`src/rtl/ifetch_pkg.sv`:
```
// Shared types for the instruction fetch unit.
package ifetch_pkg;

    // Fetch FSM states:
    //   ST_IDLE - no request outstanding
    //   ST_WAIT - request outstanding, its response will be buffered
    //   ST_DROP - request outstanding, its response will be discarded (redirected away)
    typedef enum logic [1:0] {
        ST_IDLE = 2'd0,
        ST_WAIT = 2'd1,
        ST_DROP = 2'd2
    } fetch_state_e;

endpackage

```
`src/rtl/ifetch_fifo.sv`:
```
// Small synchronous first-word-fall-through FIFO with a flush input.
// Head entry is visible on o_data whenever o_valid is high; o_data reads 0 when empty.
module ifetch_fifo #(
    parameter int WIDTH = 8,
    parameter int DEPTH = 4
) (
    input  logic                     clk,
    input  logic                     reset,
    input  logic                     i_flush,
    input  logic                     i_push,
    input  logic [WIDTH-1:0]         i_data,
    input  logic                     i_pop,
    output logic [WIDTH-1:0]         o_data,
    output logic                     o_valid,
    output logic [$clog2(DEPTH):0]   o_count
);

    localparam int PW = $clog2(DEPTH);
    localparam int CW = PW + 1;

    logic [WIDTH-1:0] r_mem [DEPTH];
    logic [PW-1:0]    r_wr_ptr;
    logic [PW-1:0]    r_rd_ptr;
    logic [CW-1:0]    r_count;

    logic w_do_push;
    logic w_do_pop;

    // A flush wins over any same-cycle push or pop.
    assign w_do_push = i_push && !i_flush;
    assign w_do_pop  = i_pop && (r_count != '0) && !i_flush;

    // Pointer and occupancy bookkeeping.
    always_ff @(posedge clk) begin
        if (reset || i_flush) begin
            r_wr_ptr <= '0;
            r_rd_ptr <= '0;
            r_count  <= '0;
        end else begin
            if (w_do_push) begin
                r_wr_ptr <= r_wr_ptr + PW'(1);
            end
            if (w_do_pop) begin
                r_rd_ptr <= r_rd_ptr + PW'(1);
            end
            unique case ({w_do_push, w_do_pop})
                2'b10:   r_count <= r_count + CW'(1);
                2'b01:   r_count <= r_count - CW'(1);
                default: r_count <= r_count;
            endcase
        end
    end

    // Storage array; contents need no reset because o_data is gated by o_valid.
    always_ff @(posedge clk) begin
        if (w_do_push) begin
            r_mem[r_wr_ptr] <= i_data;
        end
    end

    assign o_valid = (r_count != '0);
    assign o_data  = o_valid ? r_mem[r_rd_ptr] : '0;
    assign o_count = r_count;

endmodule

```
`src/rtl/ifetch.sv`:
```
// Instruction fetch unit: issues one word request at a time to instruction memory,
// buffers returned instructions with their PC, and handles branch redirects.
`ifndef CFG_INST_ADDR_WIDTH
`define CFG_INST_ADDR_WIDTH 16
`endif
`ifndef CFG_INST_DATA_WIDTH
`define CFG_INST_DATA_WIDTH 32
`endif

module ifetch
    import ifetch_pkg::*;
#(
    parameter int                         INST_ADDR_WIDTH = `CFG_INST_ADDR_WIDTH,
    parameter int                         INST_DATA_WIDTH = `CFG_INST_DATA_WIDTH,
    parameter int                         FIFO_DEPTH      = 4,
    parameter logic [INST_ADDR_WIDTH-1:0] RESET_PC        = '0
) (
    input  logic                       clk,
    input  logic                       reset,
    input  logic                       fetch_en,
    input  logic                       redirect_valid,
    input  logic [INST_ADDR_WIDTH-1:0] redirect_pc,
    output logic                       imem_req,
    output logic [INST_ADDR_WIDTH-1:0] imem_address,
    input  logic                       imem_ack,
    input  logic [INST_DATA_WIDTH-1:0] imem_data_in,
    output logic                       inst_valid,
    output logic [INST_DATA_WIDTH-1:0] inst_data,
    output logic [INST_ADDR_WIDTH-1:0] inst_pc,
    input  logic                       inst_ready
);

    localparam int CW = $clog2(FIFO_DEPTH) + 1;
    localparam int EW = INST_ADDR_WIDTH + INST_DATA_WIDTH;
    localparam logic [INST_ADDR_WIDTH-1:0] PC_ONE = {{(INST_ADDR_WIDTH-1){1'b0}}, 1'b1};

    fetch_state_e               r_state;
    logic [INST_ADDR_WIDTH-1:0] r_pc;
    logic                       r_req;
    logic [INST_ADDR_WIDTH-1:0] r_addr;
    logic                       r_first;

    logic          w_outstanding;
    logic          w_ack;
    logic          w_issue;
    logic          w_push;
    logic          w_pop;
    logic [CW-1:0] w_fifo_count;
    logic [CW-1:0] w_inflight;
    logic [EW-1:0] w_fifo_out;

    // An ack only counts once the request has been visible for at least one cycle.
    assign w_outstanding = (r_state != ST_IDLE);
    assign w_ack         = imem_ack && r_req && !r_first;

    // Buffered entries plus the in-flight one must leave room, so a push never overflows.
    assign w_inflight = w_fifo_count + CW'(w_outstanding);
    assign w_issue    = fetch_en && !redirect_valid && (w_inflight < CW'(FIFO_DEPTH));

    assign w_push = (r_state == ST_WAIT) && w_ack && !redirect_valid;
    assign w_pop  = inst_valid && inst_ready;

    // Fetch FSM: request issue, response tracking and redirect handling.
    always_ff @(posedge clk) begin
        if (reset) begin
            r_state <= ST_IDLE;
            r_pc    <= RESET_PC;
            r_req   <= 1'b0;
            r_addr  <= RESET_PC;
            r_first <= 1'b0;
        end else begin
            r_first <= 1'b0;
            case (r_state)
                ST_IDLE: begin
                    if (redirect_valid) begin
                        r_pc <= redirect_pc;
                    end else if (w_issue) begin
                        r_state <= ST_WAIT;
                        r_req   <= 1'b1;
                        r_addr  <= r_pc;
                        r_pc    <= r_pc + PC_ONE;
                        r_first <= 1'b1;
                    end
                end
                ST_WAIT: begin
                    if (redirect_valid) begin
                        r_pc <= redirect_pc;
                        if (w_ack) begin
                            r_state <= ST_IDLE;
                            r_req   <= 1'b0;
                        end else begin
                            // Keep the stale request on the bus until memory answers it.
                            r_state <= ST_DROP;
                        end
                    end else if (w_ack) begin
                        if (w_issue) begin
                            r_addr  <= r_pc;
                            r_pc    <= r_pc + PC_ONE;
                            r_first <= 1'b1;
                        end else begin
                            r_state <= ST_IDLE;
                            r_req   <= 1'b0;
                        end
                    end
                end
                ST_DROP: begin
                    if (redirect_valid) begin
                        r_pc <= redirect_pc;
                    end
                    if (w_ack) begin
                        r_state <= ST_IDLE;
                        r_req   <= 1'b0;
                    end
                end
                default: begin
                    r_state <= ST_IDLE;
                    r_req   <= 1'b0;
                end
            endcase
        end
    end

    ifetch_fifo #(
        .WIDTH (EW),
        .DEPTH (FIFO_DEPTH)
    ) u_fifo (
        .clk     (clk),
        .reset   (reset),
        .i_flush (redirect_valid),
        .i_push  (w_push),
        .i_data  ({r_addr, imem_data_in}),
        .i_pop   (w_pop),
        .o_data  (w_fifo_out),
        .o_valid (inst_valid),
        .o_count (w_fifo_count)
    );

    assign imem_req     = r_req;
    assign imem_address = r_addr;
    assign inst_pc      = w_fifo_out[EW-1:INST_DATA_WIDTH];
    assign inst_data    = w_fifo_out[INST_DATA_WIDTH-1:0];

endmodule

```
`config.mk`:
```
export PLATFORM = sky130hd
export DESIGN_NAME = ifetch
export DESIGN_NICKNAME = d
export VERILOG_FILES = /design/src/rtl/ifetch_pkg.sv /design/src/rtl/ifetch_fifo.sv /design/src/rtl/ifetch.sv
export SDC_FILE = /design/constraint.sdc
export NUM_CORES = 1
export LEC_CHECK = 0
export ABC_AREA = 1
export CORE_ASPECT_RATIO = 1.4
export CORE_UTILIZATION = 53
export CTS_CLUSTER_DIAMETER = 60
export DETAILED_ROUTE_END_ITERATION = 10
export PLACE_DENSITY = 0.87
export SYNTH_ARGS = -nofsm -noshare
export SYNTH_HDL_FRONTEND = slang
export SYNTH_SLANG_ARGS = --single-unit
```
`constraint.sdc`:
```
create_clock -name clk -period 7.8 [get_ports clk]
set_input_delay 2.34 -clock clk [delete_from_list [all_inputs] [get_ports clk]]
set_output_delay 2.34 -clock clk [all_outputs]
set_load 0.03 [all_outputs]
```
==> summary.txt <==
Worst setup path
  – Crit path max fanout: 97
  – Worst Path Required: 5.46 ns
  – Family with the most delay on the worst path: buffers and inverters
  – Slowest CP cell: dfxtp_4
  – Crit path DAT: 3.54 ns
  – CP Launch Type: register
  – Worst Path Buf+Inv: 3
  – Critical path capture point type: primary output
  – WS Path Type: register to primary output
  – CP peak stage delay: 1.02 ns
  – Critical-path cell list: inv_2 > buf_4 > o21ai_0 > a21oi_1 > clkdlybuf4s50_1

Pwr
  – Pleak: 0.00404 uW
  – Pwr dens: 213 nW/um^2
  – VDD IR max: 0.159 mV

Synthesis
  – Post-synth ARST share: 0
  – Syn avg cell area: 10.6 sq um
  – Ys flop type: edfxtp_1
  – Synth cell types: 32
  – Syn_nets: 986
  – Ys Warns: 0
  – Mapped cell area: 9780 sq um
  – Post-synth EDFFs: 192
  – Cells after Synth: 925
  – Cell accounting for the most synthesized area: edfxtp_1
  – Top cell type's share of synthesized area: 0.590
  – Synth top area cells: edfxtp_1, nor2_1, dfxtp_1
  – Sequential element share of the synthesized area: 0.682
  – Post-synthesis register bit count: 237
  – Most frequent cell after synthesis: nor2_1
  – Commonest cells post-synth: nor2_1, edfxtp_1, o21ai_0

Global route
  – GRT Overall Usage: 0.228
  – Global route overflow: 0
  – Initial antenna violation count: 0
  – Vias in the first global route: 6804
  – First-pass GRT wire length: 33.3 mm
  – Largest net degree at the start of global routing: 98

Floorplan
  – Die X: 117 microns
  – Die Area: 19000 sq um
  – IO Count: 120
  – Core Box Area: 18000 sq um
  – Die height: 163 microns
  – # rows: 58
  – Initial core utilization: 0.543

Cells and area
  – Area growth syn-to-layout: 20.5%
  – Finished Layout Cells: 1281
  – Area of the multi-input gates: 2770 sq um
  – Diodes inserted: 0
  – Net total in the final layout: 1088
  – FILL cells: 1367
  – Share of cells above drive strength 1: 0.0567
  – Reg area: 6670 sq um

Place
  – Port bufs: 119
  – Gpl congestion: 0.933
  – DP HPWL: 13.4 mm
  – Placed cell count: 1244

CTS
  – Num CTS Buffers: 21
  – Cts hold-fix bufs: 0
  – Setup Buffers After CTS: 0
  – CTS tree: built
  – H-tree Lvls: 1
  – Max Root-Sink Buffers: 3
  – Worst-path clk slew: 0.06 ns
  – Worst-skew pair later-pin latency: 0.49 ns
  – TritonCTS sink count: 237
  – Post-CTS Resized: 0
  – Root buffer cell: clkbuf_16

Timing
  – RSZ-0062 raised after global routing: false
  – Final Skew: 0.0164 ns
  – Final Hold Viols: 0
  – Max_slew headroom: 0.295
  – Setup_tns: 0 ns
  – Period minus WS final: 5.88 ns
  – Period utilization: 0.754
  – Least-Margin Pin Slew: 1.06 ns
  – FMAX: 170 MHz
  – Final Max Slew Viols: 0
  – Setup violations, final: 0

Routing
  – DRC: 0
  – Post-DR vias/cell: 5.51
  – ANT nets after route: 0
  – Routed len/inst: 16.8 microns
  – Routed wire length: 21.5 mm
  – First-pass DRT Iterations: 6
  – Via count: 7057
  – Initial DRC Count: 615

Outcome
  – Outcome: completed

Hold path
  – Hold crit path type: register to register

Flow run
  – Max_cap viols: 0
worst register-to-register path: stages (launching register included):
cell and delay [ns]:
dfxtp_1 0.42, nand3_2 0.17, nor4_1 0.22, clkinv_1 0.41, nor2_4 0.89, buf_4 0.42
cells by family (layout without fill, tap and decap cells):
family | after synthesis | after routing | share of synthesized area
AO/OA/AOI/OAI | 226 | 226 | 0.117
XOR/XNOR | 3 | 3 | 0.00269
buffers and inverters | 92 | 208 | 0.0389
flip-flops | 237 | 237 | 0.682
AND/OR/NAND/NOR | 360 | 360 | 0.149
adder cells (fa/ha/maj) | 7 | 7 | 0.00972
final timing paths:
path / start / cells after the start / to / slack, ns
min: u_fifo.r_rd_ptr[1]$_SDFFE_PP0P_ / 2 / register / 0.46
min reg2reg: u_fifo.r_rd_ptr[1]$_SDFFE_PP0P_ / 2 / register / 0.46
max reg2reg: imem_req$_SDFFE_PP0P_ / 5 / u_fifo.r_mem[3][40]$_DFFE_PP_ / 4.93
max: register / 5 / inst_pc[15] / 1.92
power breakdown:
part / internal [uW] / total (uW) / switching, uW / leakage (uW)
combinational: 61.1 / 143 / 81.8 / 0.00163
sequential: 1380 / 1410 / 26.0 / 0.00211
clock: 542 / 958 / 416 / 0.000301
layout make-up:
type,instances,share of cell area
timing repair buffer,127,0.106
clock buffer,30,0.0483
clock inverter,7,0.00531
multi-input combinational,596,0.235
tap,240,0.0255
sequential,237,0.566
inverter,44,0.0140
per-layer routing:
| layer | vias up | GRT usage | wire length (microns) |
|---|---|---|---|
| met5 | - | 0 | 0 |
| met4 | 0 | 0.0829 | 661 |
| met3 | 53 | 0.0301 | 1160 |
| met2 | 249 | 0.415 | 11300 |
| met1 | 3372 | 0.272 | 8410 |
| li1 | 3383 | - | - |
state kept, by name (all words and copies together) (netlist names), named ones only:
name and flops:
r_pc 16, imem_req 1, u_fifo.r_wr_ptr 2, r_first 1, imem_address 16, u_fifo.r_mem 192
u_fifo.r_rd_ptr 2, r_state 2, u_fifo.o_count 3
metrics by stage:
stage	power, uW	utilization	hold WS [ns]	worst slack [ns]	instance area [sq um]
after floorplan	1510	-	0.436	2.34	9780
after global placement	1570	0.620	0.441	2.45	11200
after detailed placement	1580	0.620	0.447	2.40	11200
after CTS	2520	0.655	0.458	1.89	11800
after global routing	2590	0.655	0.493	1.66	11800
final	2510	0.655	0.460	1.92	11800
cell usage in the layout, fill, tap and decap left out, types with 21 or more instances in the layout:
cell type        synthesis  routed
nor2_1                 246     242
edfxtp_1               192     192
o21ai_0                137     137
clkdlybuf4s50_1          0     119
a21oi_1                 82      82
nand2_1                 68      68
dfxtp_1                 45      43
inv_1                   40      39
nand3_1                 21      21
clkbuf_16                0      21
No activity file was read; power rests on OpenSTA's default activity.
